File: config.mk
export PLATFORM = sky130hd
export DESIGN_NAME = alu_sequencer
export DESIGN_NICKNAME = d
export VERILOG_FILES = /design/src/rtl/alu_seq_pkg.sv /design/src/rtl/adder_subtracter_4Bit.sv /design/src/rtl/alu_sequencer.sv
export SDC_FILE = /design/constraint.sdc
export NUM_CORES = 1
export LEC_CHECK = 0
export CAP_MARGIN = 15
export CORE_MARGIN = 2
export CORE_UTILIZATION = 30
export CTS_CLUSTER_DIAMETER = 60
export DETAILED_ROUTE_END_ITERATION = 12
export PLACE_DENSITY_LB_ADDON = 0.15
export SLEW_MARGIN = 10
export SYNTH_ARGS = -nofsm -noshare
export SYNTH_HDL_FRONTEND = slang
export SYNTH_SLANG_ARGS = --single-unit
File: constraint.sdc
create_clock -name clk -period 0.9 [get_ports clk]
set_input_delay 0.09 -clock clk [delete_from_list [all_inputs] [get_ports clk]]
set_output_delay 0.09 -clock clk [all_outputs]
set_load 0.005 [all_outputs]
File: src/rtl/alu_seq_pkg.sv
// Shared encodings and constants for the ALU sequencer slice.
package alu_seq_pkg;

    localparam int OPERAND_W = 4;
    localparam int RESULT_W  = 8;
    localparam int MUL_ITERS = 4;

    typedef enum logic [1:0] {
        OP_ADD = 2'b00,
        OP_SUB = 2'b01,
        OP_MUL = 2'b10,
        OP_RSV = 2'b11
    } op_e;

    typedef enum logic [1:0] {
        ST_IDLE     = 2'b00,
        ST_MUL_LOOP = 2'b01,
        ST_DONE     = 2'b10
    } state_e;

endpackage

File: src/rtl/adder_subtracter_4Bit.sv
// Shared 4-bit adder-subtracter; in subtract mode the carry-out is the
// no-borrow flag (1 when a >= b).
module adder_subtracter_4Bit
    import alu_seq_pkg::*;
(
    input  logic [OPERAND_W-1:0] a,
    input  logic [OPERAND_W-1:0] b,
    input  logic                 sub,
    output logic [OPERAND_W-1:0] sum,
    output logic                 carry
);

    logic [OPERAND_W-1:0] b_eff;

    // Two's-complement subtract: invert b and inject the +1 as carry-in.
    assign b_eff        = sub ? ~b : b;
    assign {carry, sum} = {1'b0, a} + {1'b0, b_eff} + {{OPERAND_W{1'b0}}, sub};

endmodule

File: src/rtl/alu_sequencer.sv
// Request/response ALU: single-cycle ADD/SUB, 4-iteration shift-add MUL.
// The multiplier is built only when ALU_SEQ_MUL_EN is defined.
module alu_sequencer
    import alu_seq_pkg::*;
(
    input  logic                 clk,
    input  logic                 rst_n,
    input  logic                 req_valid,
    output logic                 req_ready,
    input  logic [1:0]           req_op,
    input  logic [OPERAND_W-1:0] req_a,
    input  logic [OPERAND_W-1:0] req_b,
    output logic                 rsp_valid,
    input  logic                 rsp_ready,
    output logic [RESULT_W-1:0]  rsp_result,
    output logic                 rsp_carry,
    output logic                 rsp_err
);

    state_e               state;
    op_e                  op;
    logic [OPERAND_W-1:0] add_a;
    logic [OPERAND_W-1:0] add_b;
    logic [OPERAND_W-1:0] add_sum;
    logic                 add_sub;
    logic                 add_carry;

    assign op        = op_e'(req_op);
    assign req_ready = (state == ST_IDLE);

`ifdef ALU_SEQ_MUL_EN
    logic [OPERAND_W-1:0] a_reg;
    logic [OPERAND_W-1:0] hi;
    logic [OPERAND_W-1:0] lo;
    logic [1:0]           iter;
    logic [OPERAND_W-1:0] hi_t;
    logic                 c_t;

    // Conditional add of the multiplicand before the right shift.
    always_comb begin
        hi_t = hi;
        c_t  = 1'b0;
        if (lo[0]) begin
            hi_t = add_sum;
            c_t  = add_carry;
        end
    end
`endif

    // The adder serves the request operands in IDLE and the partial product in MUL_LOOP.
    always_comb begin
        add_a   = req_a;
        add_b   = req_b;
        add_sub = (op == OP_SUB);
`ifdef ALU_SEQ_MUL_EN
        if (state == ST_MUL_LOOP) begin
            add_a   = hi;
            add_b   = a_reg;
            add_sub = 1'b0;
        end
`endif
    end

    adder_subtracter_4Bit u_addsub (
        .a     (add_a),
        .b     (add_b),
        .sub   (add_sub),
        .sum   (add_sum),
        .carry (add_carry)
    );

    always_ff @(posedge clk or negedge rst_n) begin
        if (!rst_n) begin
            state      <= ST_IDLE;
            rsp_valid  <= 1'b0;
            rsp_result <= '0;
            rsp_carry  <= 1'b0;
            rsp_err    <= 1'b0;
`ifdef ALU_SEQ_MUL_EN
            a_reg      <= '0;
            hi         <= '0;
            lo         <= '0;
            iter       <= '0;
`endif
        end else begin
            case (state)
                ST_IDLE: begin
                    if (req_valid) begin
                        case (op)
                            OP_ADD, OP_SUB: begin
                                rsp_result <= {{(RESULT_W-OPERAND_W){1'b0}}, add_sum};
                                rsp_carry  <= add_carry;
                                rsp_err    <= 1'b0;
                                rsp_valid  <= 1'b1;
                                state      <= ST_DONE;
                            end
`ifdef ALU_SEQ_MUL_EN
                            OP_MUL: begin
                                a_reg <= req_a;
                                lo    <= req_b;
                                hi    <= '0;
                                iter  <= '0;
                                state <= ST_MUL_LOOP;
                            end
`endif
                            default: begin
                                rsp_result <= '0;
                                rsp_carry  <= 1'b0;
                                rsp_err    <= 1'b1;
                                rsp_valid  <= 1'b1;
                                state      <= ST_DONE;
                            end
                        endcase
                    end
                end
`ifdef ALU_SEQ_MUL_EN
                ST_MUL_LOOP: begin
                    hi   <= {c_t, hi_t[OPERAND_W-1:1]};
                    lo   <= {hi_t[0], lo[OPERAND_W-1:1]};
                    iter <= iter + 2'd1;
                    // The last iteration publishes the shifted product directly.
                    if (iter == 2'(MUL_ITERS - 1)) begin
                        rsp_result <= {c_t, hi_t, lo[OPERAND_W-1:1]};
                        rsp_carry  <= 1'b0;
                        rsp_err    <= 1'b0;
                        rsp_valid  <= 1'b1;
                        state      <= ST_DONE;
                    end
                end
`endif
                ST_DONE: begin
                    if (rsp_ready) begin
                        rsp_valid <= 1'b0;
                        state     <= ST_IDLE;
                    end
                end
                default: state <= ST_IDLE;
            endcase
        end
    end

endmodule

After elaboration in Yosys (flattened, before gate mapping)
Cells that the tools add are included.
{"block": "word_totals", "ff_bits": 13, "in_bits": 14, "out_inout_bits": 12, "wordCells": 29}
{"block": "classes", "n_addsub": 2, "eq_ne": 4, "mux": 10, "n_bitwise": 1, "reduce_logical": 7}
{"cell": "$mux 4", "n": 2}
{"cell": "$add 4x4->5", "n": 1}
{"cell": "$add 5x1->5", "n": 1}
{"cell": "$logic_not 2->1", "n": 2}
{"cell": "$mux 1", "n": 4}
{"cell": "$mux 2", "n": 2}
{"cell": "$ne 2x2->1 const B", "n": 2}
{"cell": "$not 4->4", "n": 1}
{"cell": "$pmux 2 s2", "n": 1}
{"cell": "$reduce_and 2->1", "n": 2}
{"cell": "$reduce_and 3->1", "n": 1}
{"cell": "$eq 2x1->1 const B", "n": 1}
{"cell": "$eq 2x2->1 const B", "n": 1}
{"cell": "$pmux 1 s2", "n": 1}
{"cell": "$reduce_bool 2->1", "n": 1}
{"cell": "$reduce_or 2->1", "n": 1}

Logic depth before layout (Yosys ltp)
{"block": "logic_depth", "word_depth": 5, "ltp_mapped": 9, "depth_no_buf": 8}

By module
From an unflattened synthesis, not the netlist that was laid out.
{"block": "unflattened", "cells_unflattened": 48, "area_unflattened_um2": 558.0}
{"mod": "alu_sequencer", "n_inst": 1, "cells_each": 28, "area_each_um2": 371.6, "seq_area_each_um2": 175.2}
{"mod": "adder_subtracter_4Bit", "n_inst": 1, "cells_each": 20, "area_each_um2": 186.4, "seq_area_each_um2": 0.0}

Worst setup path after synthesis
OpenSTA, ideal clock, no wires.
{"block": "synth_timing", "path_type": "input-to-reg", "start": "input port req_op[1]", "end": "register rsp_result[3]", "setup_time_ns": 0.110, "arrival_ns": 1.407, "setup_slack_ns": -0.617, "path_stages": 8, "path_buffers": 1, "cell_sequence": "nand2b_1 buf_6 xnor2_1 ha_1 nand2_1 o21ai_0 o31a_1 o41ai_1"}
{"block": "synth_via", "elab_chain_cells": 5}
{"element": "start: declaration", "line_no": "alu_sequencer.sv:10", "text": "input logic [1:0] req_op,"}
{"element": "$eq 2x1->1", "line_no": "alu_sequencer.sv:54, alu_sequencer.sv:89"}
{"element": "$mux 4", "line_no": "adder_subtracter_4Bit.sv:16", "text": "assign b_eff = sub ? ~b : b;"}
{"element": "$add 4x4->5", "line_no": "adder_subtracter_4Bit.sv:17", "text": "assign {carry, sum} = {1'b0, a} + {1'b0, b_eff} + {{OPERAND_W{1'b0}}, sub};"}
{"element": "$add 5x1->5", "line_no": "adder_subtracter_4Bit.sv:17"}
{"element": "$mux 4 (*)", "line_no": "alu_sequencer.sv:89", "text": "case (op)"}
{"element": "end signal: assignment", "line_no": "alu_sequencer.sv:91", "text": "rsp_result <= {{(RESULT_W-OPERAND_W){1'b0}}, add_sum};"}
{"element": "end: declaration", "line_no": "alu_sequencer.sv:15", "text": "output logic [RESULT_W-1:0] rsp_result,"}
Mark *: on every way between the ends. The rest lies on a longest branch, timed or not.
A chain may end at the register's enable or synchronous reset.

Final worst setup path
{"block": "layout_timing", "start": "input port req_b[2]", "end": "register rsp_result[3]"}
{"block": "layout_via", "elab_chain_cells": 5}
{"element": "start: declaration", "line_no": "alu_sequencer.sv:12", "text": "input logic [OPERAND_W-1:0] req_b,"}
{"element": "$not 4->4", "line_no": "adder_subtracter_4Bit.sv:16"}
{"element": "$mux 4 (*)", "line_no": "adder_subtracter_4Bit.sv:16"}
{"element": "$add 4x4->5 (*)", "line_no": "adder_subtracter_4Bit.sv:17"}
{"element": "$add 5x1->5 (*)", "line_no": "adder_subtracter_4Bit.sv:17"}
{"element": "$mux 4 (*)", "line_no": "alu_sequencer.sv:89"}
Marks and branches as above.

==> flow_metrics.env <==
export IMPL_clock_latency_ns=0.26
export IMPL_grt_pass1_vias=448
export IMPL_worstPathRequired_ns=1.06
export IMPL_drt_iter0_markers=4
export IMPL_cts_root_buffer="clkbuf_4"
export IMPL_track_usage_pct=12.0
export IMPL_path_clk_slew_ns=0.05
export IMPL_use_met1_pct=13.7
export IMPL_grt_busiest_layer="met2"
export IMPL_cts_sinks=7
export IMPL_final_max_slew_violation_count=0
export IMPL_vdd_drop_max_uv=811
export IMPL_syn_avg_cell_area_um2=9.52
export IMPL_antenna_left=0
export IMPL_grt_overflow=0
export IMPL_yosys_area_top_type="dfrtp_1"
export IMPL_path_max_fanout=3
export IMPL_min_period_ns=1.24
export IMPL_diodes=0
export IMPL_vias=502
export IMPL_grt_start_max_net_pins=10
export IMPL_initial_core_util_pct=32.2
export IMPL_place_hpwl_um=776
export IMPL_reg2reg_slack_ns=-0.21
export IMPL_fmax_ghz=0.807
export IMPL_cts_buffer_depth=2
export IMPL_synth_most_common_cell="nand2_1"
export IMPL_async_flop_share_pct=100
export IMPL_violations="setup timing"
export IMPL_gp_congestion=0.717
export IMPL_worst_ep_arrival_time_ns=1.40
export IMPL_fin_ws_ns=-0.339
export IMPL_dp_cells=95
export IMPL_coreArea_mm2=0.00151
export IMPL_synth_edf_count=0
export IMPL_routed_via_density=4.61
export IMPL_ys_ff_latch=7
export IMPL_crit_path_start="req_b[2]"
export IMPL_portBuffers=21
export IMPL_area_growth_pct=94.3
export IMPL_worst_setup_path_type="primary input to flop"
export IMPL_antenna_found_initial=0
export IMPL_fin_tns_setup_ns=-1.51
export IMPL_reg2reg_to="rsp_result[1]"
export IMPL_wirelength_um=1160
export IMPL_netlist_instances=51
export IMPL_worstSetupStartpointType="primary input"
export IMPL_setup_viol=7
export IMPL_timing_hold_ws_ns=0.0972
export IMPL_boundaryPins=26
export IMPL_seq_area_frac_synth_pct=36.1
export IMPL_synth_distinct_cells=23
export IMPL_hold_class="primary input to async pin"
export IMPL_layout_nets=112
export IMPL_die_width_um=44.2
export IMPL_synth_area_leaders="dfrtp_1, ha_1, xnor2_1, nand2_1, buf_4"
export IMPL_worstRegToRegCells=5
export IMPL_syn_area_um2=485
export IMPL_use_met2_pct=21.2
export IMPL_num_rows=14
export IMPL_fp_dieArea_mm2=0.00196
export IMPL_maxCapViolCount=0
export IMPL_drive_gt1_share_pct=52.7
export IMPL_cts_tree="built"
export IMPL_final_hold_violation_count=0
export IMPL_wire_per_inst_um=10.6
export IMPL_p_leak_nw=0.475
export IMPL_fp_dieH_um=44.2
export IMPL_finClkSkew_ns=0.00281
export IMPL_cts_buffers=3
export IMPL_grtUsageMet3_pct=1.22
export IMPL_fin_cells=109
export IMPL_hold_buffers=0
export IMPL_fin_crit_sh_pct=138
export IMPL_drt_pass1_iterations=4
export IMPL_yosysTopAreaCellShare_pct=36.1
export IMPL_drc=0
export IMPL_cellPowerDensity_mw_per_mm2=1450
export IMPL_r2r_start="rsp_valid"
export IMPL_yosysWarnings=0
export IMPL_outcome="finished with violations"
export IMPL_worstSetupEndpointType="flop"
export IMPL_grt_first_pass_wirelength_um=1720
export IMPL_endpoint="rsp_result[3]"
export IMPL_synth_top_cells_by_count="nand2_1, dfrtp_1, buf_4, o31ai_1, xnor2_1"
export IMPL_h_tree_depth=1
export IMPL_ys_flop_type="dfrtp_1"
export IMPL_grt_setup_unrepaired="true"
## flip-flops by register name (all words and copies together) (netlist names)
signal	flops
rsp_valid	1
rsp_carry	1
rsp_result	4
rsp_err	1
## placed cells by master, fill, tap and decap left out, drive strengths merged
cell and count:
buf 29, nor3 1, o41ai 1, clkdlybuf4s50 5, inv 4, ha 3
o31a 1, conb 4, dlygate4sd2 4, o21ai 2, nand2 10, fa 1
a21oi 1, mux2 1, clkbuf 4, dfrtp 7, clkdlybuf4s15 1, dlymetal6s2s 1
a21o 1, nand2b 1, nor4 1, o21a 1, xor2 1, xnor2 4
o31ai 4
## worst max-delay path: stages
cell	delay, ns
dlygate4sd2_1	0.26
xnor2_2	0.19
ha_4	0.24
nand2_1	0.07
o21ai_1	0.10
o31a_1	0.26
o41ai_2	0.19
## metrics by stage
stage / power, mW / utilization, % / cell area, µm² / setup slack, ns
after floorplan: 0.647 / - / 531 / -0.600
after global placement: 0.922 / 51.8 / 781 / -1.01
after detailed placement: 0.925 / 51.8 / 781 / -1.05
after CTS: 1.26 / 56.0 / 843 / -0.382
after global routing: 1.46 / 62.6 / 943 / -0.422
final: 1.36 / 62.6 / 943 / -0.339
## layout make-up
class / instances / area, µm²
timing repair buffer: 40 / 337
fill: 125 / 563
sequential: 7 / 175
clock buffer: 4 / 26.3
inverter: 4 / 22.5
tap: 16 / 20.0
multi-input combinational: 38 / 363
## metal layers
metal	share of wire (%)	vias up
met5	0	-
met4	1.3	0
met3	5.7	2
met2	55	16
met1	38	234
li1	-	250
## report_power, final
part / internal [mW] / leakage (nW) / switching [mW]
clock: 0.170 / 0.0150 / 0.122
combinational: 0.397 / 0.371 / 0.269
sequential: 0.379 / 0.0891 / 0.0290
total: 0.945 / 0.475 / 0.419
## worst min-delay path by stage
| stage | start | end | slack (ns) | cells after the start |
|---|---|---|---|---|
| finish | rst_n | rsp_valid | 0.1 | 1 |
| global route | rst_n | rsp_valid | 0.12 | 1 |
| CTS | rst_n | rsp_err | 0.10 | 1 |
| detailed placement | rst_n | rsp_carry | 0.38 | 1 |
| global placement | rst_n | rsp_valid | 0.37 | 1 |
| floorplan | rst_n | rsp_carry | -0.21 | 0 |
## repair_timing
item                                   in CTS  in global routing
setup buffers                               6                  3
setup endpoints to repair                  14                  8
pin swaps                                   9                  2
gates cloned                                0                  1
endpoints found under the hold margin       0                  0
gates resized for setup                    57                 12
## logic make-up after synthesis
kind of cell    after synthesis  share of synthesized area (%)
xor+xnor                      5                           9.02
simple gates                 12                           11.6
mux                           1                           2.32
other cells                   1                          0.772
compound gates               11                           16.0
flops                         7                           36.1
buf+inv                      10                           12.4
fa+ha+maj                     4                           11.9
(Power assumes the default switching activity.)
